<file path="src/rtl/uart_link_sched_if.sv">
// Avalon-MM bundle between uart_link_sched (master) and the UART core
// register port (slave).
//   avm_address     5-bit byte address (master to slave)
//   avm_read        read strobe (master to slave)
//   avm_write       write strobe (master to slave)
//   avm_writedata   32-bit write data (master to slave)
//   avm_readdata    32-bit read data, valid while waitrequest is low (slave to master)
//   avm_waitrequest slave stall (slave to master)
interface uart_link_sched_if;
    logic [4:0]  avm_address;
    logic        avm_read;
    logic        avm_write;
    logic [31:0] avm_writedata;
    logic [31:0] avm_readdata;
    logic        avm_waitrequest;

    modport master (
        output avm_address, avm_read, avm_write, avm_writedata,
        input  avm_readdata, avm_waitrequest
    );

    modport slave (
        input  avm_address, avm_read, avm_write, avm_writedata,
        output avm_readdata, avm_waitrequest
    );
endinterface

</file>
<file path="src/rtl/uart_link_sched.sv">
// uart_link_sched: sole Avalon-MM master of the UART core register port.
// Polls STATUS, drains RX bytes into 24-bit RGB pixels (first byte in
// [23:16]) and writes queued TX bytes from a single-byte holding register.
// RX and TX that are ready in the same poll are served round-robin.
// Ports:
//   avm_clk, avm_rst_n   clock, asynchronous active-low reset
//   avm                  Avalon-MM master bundle (all outputs registered)
//   i_rx_en              service RX when STATUS reports data
//   i_rx_flush           discard a partially assembled pixel
//   i_tx_data/i_tx_valid byte offered for transmit
//   o_tx_ready           holding register empty (registered)
//   o_pix_data/o_pix_valid  assembled pixel and its one-cycle pulse
module uart_link_sched (
    input  logic                     avm_clk,
    input  logic                     avm_rst_n,
    uart_link_sched_if.master        avm,
    input  logic                     i_rx_en,
    input  logic                     i_rx_flush,
    input  logic [7:0]               i_tx_data,
    input  logic                     i_tx_valid,
    output logic                     o_tx_ready,
    output logic [23:0]              o_pix_data,
    output logic                     o_pix_valid
);
    localparam logic [4:0] RX_ADDR     = 5'd0;
    localparam logic [4:0] TX_ADDR     = 5'd4;
    localparam logic [4:0] STATUS_ADDR = 5'd8;
    localparam int         TX_OK_BIT   = 6;
    localparam int         RX_OK_BIT   = 7;

    typedef enum logic [1:0] {S_GAP, S_POLL, S_RX, S_TX} state_t;

    state_t      state_r;
    state_t      next_r;        // state entered when the current gap ends
    state_t      poll_next_s;
    logic [1:0]  byte_cnt_r;
    logic [23:0] pix_acc_r;
    logic [23:0] rx_merged_s;
    logic [7:0]  tx_hold_r;
    logic        tx_full_r;
    logic        prio_rx_r;     // 1 = RX wins the next tie
    logic        done_s;
    logic        rx_ok_s;
    logic        tx_ok_s;
    logic        unused_rd_s;

    assign done_s      = ~avm.avm_waitrequest;
    assign rx_ok_s     = avm.avm_readdata[RX_OK_BIT] & i_rx_en;
    assign tx_ok_s     = avm.avm_readdata[TX_OK_BIT] & tx_full_r;
    assign unused_rd_s = ^avm.avm_readdata[31:8];

    // Choose the service that follows a completed STATUS poll.
    always_comb begin
        poll_next_s = S_POLL;
        if (rx_ok_s && tx_ok_s) begin
            if (prio_rx_r) begin
                poll_next_s = S_RX;
            end else begin
                poll_next_s = S_TX;
            end
        end else if (rx_ok_s) begin
            poll_next_s = S_RX;
        end else if (tx_ok_s) begin
            poll_next_s = S_TX;
        end else begin
            poll_next_s = S_POLL;
        end
    end

    // Drop the incoming RX byte into the slot selected by byte_cnt.
    always_comb begin
        rx_merged_s = pix_acc_r;
        case (byte_cnt_r)
            2'd0:    rx_merged_s[23:16] = avm.avm_readdata[7:0];
            2'd1:    rx_merged_s[15:8]  = avm.avm_readdata[7:0];
            2'd2:    rx_merged_s[7:0]   = avm.avm_readdata[7:0];
            default: rx_merged_s        = pix_acc_r;
        endcase
    end

    // Scheduler FSM, TX holding register and pixel assembly.
    always_ff @(posedge avm_clk or negedge avm_rst_n) begin
        if (!avm_rst_n) begin
            state_r           <= S_GAP;
            next_r            <= S_POLL;
            avm.avm_address   <= STATUS_ADDR;
            avm.avm_read      <= 1'b0;
            avm.avm_write     <= 1'b0;
            avm.avm_writedata <= 32'd0;
            byte_cnt_r        <= 2'd0;
            pix_acc_r         <= 24'd0;
            tx_hold_r         <= 8'd0;
            tx_full_r         <= 1'b0;
            prio_rx_r         <= 1'b1;
            o_tx_ready        <= 1'b1;
            o_pix_data        <= 24'd0;
            o_pix_valid       <= 1'b0;
        end else begin
            o_pix_valid <= 1'b0;
            // A load can never collide with the TX completion: one needs
            // tx_full low, the other needs it high.
            if (i_tx_valid && o_tx_ready) begin
                tx_hold_r  <= i_tx_data;
                tx_full_r  <= 1'b1;
                o_tx_ready <= 1'b0;
            end
            if (i_rx_flush) begin
                byte_cnt_r <= 2'd0;
            end
            case (state_r)
                S_GAP: begin
                    state_r <= next_r;
                    case (next_r)
                        S_RX: begin
                            avm.avm_address <= RX_ADDR;
                            avm.avm_read    <= 1'b1;
                        end
                        S_TX: begin
                            avm.avm_address   <= TX_ADDR;
                            avm.avm_write     <= 1'b1;
                            avm.avm_writedata <= {24'd0, tx_hold_r};
                        end
                        default: begin
                            state_r         <= S_POLL;
                            avm.avm_address <= STATUS_ADDR;
                            avm.avm_read    <= 1'b1;
                        end
                    endcase
                end
                S_POLL: begin
                    if (done_s) begin
                        avm.avm_read <= 1'b0;
                        state_r      <= S_GAP;
                        next_r       <= poll_next_s;
                    end
                end
                S_RX: begin
                    if (done_s) begin
                        avm.avm_read <= 1'b0;
                        state_r      <= S_GAP;
                        next_r       <= S_POLL;
                        prio_rx_r    <= 1'b0;
                        // A coincident flush discards the byte just read.
                        if (!i_rx_flush) begin
                            pix_acc_r <= rx_merged_s;
                            if (byte_cnt_r == 2'd2) begin
                                byte_cnt_r  <= 2'd0;
                                o_pix_data  <= rx_merged_s;
                                o_pix_valid <= 1'b1;
                            end else begin
                                byte_cnt_r <= byte_cnt_r + 2'd1;
                            end
                        end
                    end
                end
                S_TX: begin
                    if (done_s) begin
                        avm.avm_write     <= 1'b0;
                        avm.avm_writedata <= 32'd0;
                        tx_full_r         <= 1'b0;
                        o_tx_ready        <= 1'b1;
                        prio_rx_r         <= 1'b1;
                        state_r           <= S_GAP;
                        next_r            <= S_POLL;
                    end
                end
                default: begin
                    avm.avm_read  <= 1'b0;
                    avm.avm_write <= 1'b0;
                    state_r       <= S_GAP;
                    next_r        <= S_POLL;
                end
            endcase
        end
    end
endmodule

</file>
<file path="src/flat_wrapper.sv">
// flat-port wrapper written by rule: the top's interface ports become plain ports
module uart_link_sched_flat 
  (avm_clk, avm_rst_n, i_rx_en, i_rx_flush, i_tx_data, i_tx_valid, o_tx_ready, o_pix_data, o_pix_valid, avm_avm_address, avm_avm_read, avm_avm_write, avm_avm_writedata, avm_avm_readdata, avm_avm_waitrequest);
  uart_link_sched_if avm_i ();
  input  logic avm_clk;
  input  logic avm_rst_n;
  input  logic i_rx_en;
  input  logic i_rx_flush;
  input  logic [7:0] i_tx_data;
  input  logic i_tx_valid;
  output logic o_tx_ready;
  output logic [23:0] o_pix_data;
  output logic o_pix_valid;
  output wire logic [$bits(avm_i.avm_address)-1:0] avm_avm_address;
  output wire logic [$bits(avm_i.avm_read)-1:0] avm_avm_read;
  output wire logic [$bits(avm_i.avm_write)-1:0] avm_avm_write;
  output wire logic [$bits(avm_i.avm_writedata)-1:0] avm_avm_writedata;
  input wire logic [$bits(avm_i.avm_readdata)-1:0] avm_avm_readdata;
  input wire logic [$bits(avm_i.avm_waitrequest)-1:0] avm_avm_waitrequest;
  assign avm_avm_address = avm_i.avm_address;
  assign avm_avm_read = avm_i.avm_read;
  assign avm_avm_write = avm_i.avm_write;
  assign avm_avm_writedata = avm_i.avm_writedata;
  assign avm_i.avm_readdata = avm_avm_readdata;
  assign avm_i.avm_waitrequest = avm_avm_waitrequest;
  uart_link_sched u_core (.avm_clk(avm_clk), .avm_rst_n(avm_rst_n), .avm(avm_i), .i_rx_en(i_rx_en), .i_rx_flush(i_rx_flush), .i_tx_data(i_tx_data), .i_tx_valid(i_tx_valid), .o_tx_ready(o_tx_ready), .o_pix_data(o_pix_data), .o_pix_valid(o_pix_valid));
endmodule
</file>
<file path="config.mk">
export PLATFORM = sky130hd
export DESIGN_NAME = uart_link_sched_flat
export DESIGN_NICKNAME = d
export VERILOG_FILES = /design/src/rtl/uart_link_sched_if.sv /design/src/rtl/uart_link_sched.sv /design/src/flat_wrapper.sv
export SDC_FILE = /design/constraint.sdc
export NUM_CORES = 1
export LEC_CHECK = 0
export BUFFER_PORTS_ARGS = -buffer_cell sky130_fd_sc_hd__buf_2
export CAP_MARGIN = 20
export CORE_UTILIZATION = 53
export DETAILED_ROUTE_END_ITERATION = 10
export GPL_TIMING_DRIVEN = 0
export PLACE_DENSITY = 0.93
export SLEW_MARGIN = 20
export SYNTH_ARGS = -nofsm -noshare
export SYNTH_HDL_FRONTEND = slang
export SYNTH_SLANG_ARGS = --single-unit
</file>
<file path="constraint.sdc">
create_clock -name avm_clk -period 4.1 [get_ports avm_clk]
set_clock_uncertainty 0.1 [all_clocks]
set_input_delay 0.82 -clock avm_clk [delete_from_list [all_inputs] [get_ports avm_clk]]
set_output_delay 0.82 -clock avm_clk [all_outputs]
set_load 0.01 [all_outputs]
</file>
==> out/results.tsv <==
metric	value	unit
finalHoldViolCount	0	
drc	0	
globalplace.congestion	0.688	
antenna_found_initial	0	
die_x	77.8	um
setup_viol	0	
final_nets	371	
ys_async_sr_fraction	1.00	
synthTopCellsByArea	dfrtp_1 54%, mux2_2 18%, buf_4 6.7%	
viasPerCell	4.88	
pre_cts_slack	1920	ps
yosysMostFrequentCell	dfrtp_1	
multiInputGateArea	1110	sq um
cts_hold_repair.buffers	0	
rows	27	
yosys.area.top_type_share	0.542	
totalWireLength	5600	um
endpoint_kind	flop	
seq_area_frac_synth	0.577	
cts_resized	0	
synth_edf_count	0	
crit_type	flop to flop	
synth_area	3050	sq um
portBuffers	59	
synth_top_cell_by_area	dfrtp_1	
cts.htree.levels	3	
pin_count	111	
ys_warn_count	0	
fillCellCount	410	
cts_tree	yes	
fin_tns_setup	0	ps
rsz0062_at_grt	false	
drive_gt1_frac	0.491	
synth.distinct_cells	27	
cts_sinks	70	
clk_latency	330	ps
crit_fanout	8	
dieHeight	77.8	um
finalInstanceArea	3720	sq um
crit_arrival	2110	ps
drtPass1Iterations	4	
root_buffer	clkbuf_8	
drt_iter0_markers	55	
core-area	5510	sq um
antenna_left	0	
track_usage	0.205	
syn_inst	222	
layout_min_cycle_time	2000	ps
worst_slack	2100	ps
vias	1921	
maxCapViolCount	0	
cts_buffer_depth	2	
finalMaxSlewViolations	0	
status	finished clean	
clk_pin_slew_worst_paths	70	ps
cp-start-kind	flop	
grt_overflow_total	0	
p_leak	0.00213	uW
hold_path_class	input port to asynchronous set/reset pin	
fmax	501	MHz
final_util	0.676	
vdd.ir_drop.worst	309	uV
post_cts_buffers	0	
syn_area_per_cell	13.7	sq um
synth_common_cells	66 x dfrtp_1, 50 x mux2_2, 27 x buf_4, 10 x inv_1	
dieArea	6050	sq um
wl_per_cell	14.2	um
num_antenna_cells	0	
place_area	3550	sq um
hpwl	4100	um
seqCellArea	1760	sq um
grt_max_degree	41	
grt_pass1_vias	1941	
finalCritPeriodShare	0.487	
synth.ff_latch_count	70	
cts_made_buffers	9	
grt_pass1_wl	9360	um
initial_utilization	0.553	
required	4210	ps
ys.flop_type	dfrtp_1	
syn2layout_area_growth	22.2	%
power.density	538	nW/um^2
[layer usage]
layer / up-vias / GRT usage / routed length [um]
met1: 951 / 0.247 / 2290
li1: 904 / - / -
met5: - / 0 / 0
met4: 0 / 0.108 / 128
met3: 12 / 0.0341 / 224
met2: 54 / 0.352 / 2960
[path summary, 6_finish.rpt]
check / from / endpoint / slack (ps) / cells after the start
max: u_core.state_r[0]$_DFFE_PN0P_ / u_core.pix_acc_r[12]$_DFFE_PN0P_ / 2100 / 5
min: avm_rst_n / u_core.o_pix_data[3]$_DFFE_PN0P_ / 320 / 1
max reg2reg: u_core.state_r[0]$_DFFE_PN0P_ / u_core.pix_acc_r[12]$_DFFE_PN0P_ / 2100 / 5
min reg2reg: u_core.avm.avm_address[3]$_DFFE_PN1N_ / u_core.avm.avm_address[3]$_DFFE_PN1N_ / 370 / 2
max in group asynchronous: avm_rst_n / u_core.pix_acc_r[13]$_DFFE_PN0P_ / 3040 / 2
min in group avm_clk: u_core.avm.avm_address[3]$_DFFE_PN1N_ / u_core.avm.avm_address[3]$_DFFE_PN1N_ / 370 / 2
[kinds of logic after synthesis]
kind of cell	Yosys count	synth area share
and+or+nand+nor	28	0.0592
muxes	54	0.198
buffers and inverters	41	0.0912
adders and majority gates	6	0.0247
DFF	70	0.577
other	1	0.00123
AOI/OAI and AO/OA	22	0.0489
[power breakdown]
part,leakage (uW),switching [uW],internal [uW]
Clock,0.0000863,227,274
Sequential,0.000913,102,870
Combinational,0.00113,263,265
Total,0.00213,592,1410
[worst max-delay path: stages (launching register included)]
cell and delay [ps]:
dfrtp_1 420, inv_1 130, ha_1 240, nor3b_4 300, nand2_1 320, mux2_2 370
[sequential cells by signal (all words and copies together), names as in the netlist]
register / count
u_core.avm.avm_write: 1
u_core.prio_rx_r: 1
u_core.avm.avm_writedata: 8
u_core.o_pix_valid: 1
u_core.pix_acc_r: 16
u_core.o_tx_ready: 1
u_core.avm.avm_address: 2
u_core.byte_cnt_r: 2
u_core.state_r: 2
u_core.o_pix_data: 24
u_core.next_r: 2
u_core.avm.avm_read: 1
u_core.tx_hold_r: 8
u_core.tx_full_r: 1
[per-stage QoR]
stage / instances / hold slack (ps) / total power, uW
6_report: 394 / 317 / 2000
3_5_place_dp: 380 / 360 / 1500
4_1_cts: 394 / 324 / 2020
2_1_floorplan: 248 / 363 / 1330
5_1_grt: 394 / 334 / 2120
3_3_place_gp: 379 / 358 / 1450
[final cells by class]
| class | instances | share of cell area |
|---|---|---|
| flip-flops and latches | 70 | 0.472 |
| multi-input cells | 137 | 0.298 |
| repair buffers | 60 | 0.0854 |
| plain buffers | 31 | 0.0646 |
| clock buffers | 12 | 0.0363 |
| well taps | 72 | 0.0242 |
| inverters | 10 | 0.0101 |
| clock inverters | 2 | 0.00941 |
[layout by cell type (no fill, tap or decap)]
| master | Yosys | final |
|---|---|---|
| a21boi_0 | 1 | 1 |
| a21o_1 | 8 | 8 |
| a21oi_1 | 4 | 4 |
| a31oi_1 | 1 | 1 |
| and3_1 | 1 | 1 |
| buf_12 | 0 | 1 |
| buf_2 | 0 | 58 |
| buf_4 | 27 | 28 |
| buf_6 | 3 | 3 |
| bufinv_16 | 0 | 1 |
| clkbuf_1 | 1 | 4 |
| clkbuf_8 | 0 | 9 |
| clkinv_2 | 0 | 1 |
| conb_1 | 1 | 27 |
| dfrtp_1 | 66 | 66 |
| dfstp_2 | 4 | 4 |
| ha_1 | 6 | 6 |
| inv_1 | 10 | 10 |
| mux2_2 | 50 | 50 |
| mux2i_1 | 4 | 4 |
| nand2_1 | 8 | 8 |
| nand3_1 | 1 | 1 |
| nand3b_4 | 1 | 1 |
| nor2_1 | 4 | 4 |
| nor2b_1 | 3 | 3 |
| nor3b_1 | 8 | 8 |
| nor3b_4 | 1 | 1 |
| o2111ai_1 | 1 | 1 |
| o21ai_0 | 3 | 3 |
| o21ai_2 | 1 | 1 |
| o31ai_1 | 3 | 3 |
| or3_1 | 1 | 1 |
Power figures use the tool's default switching activity.
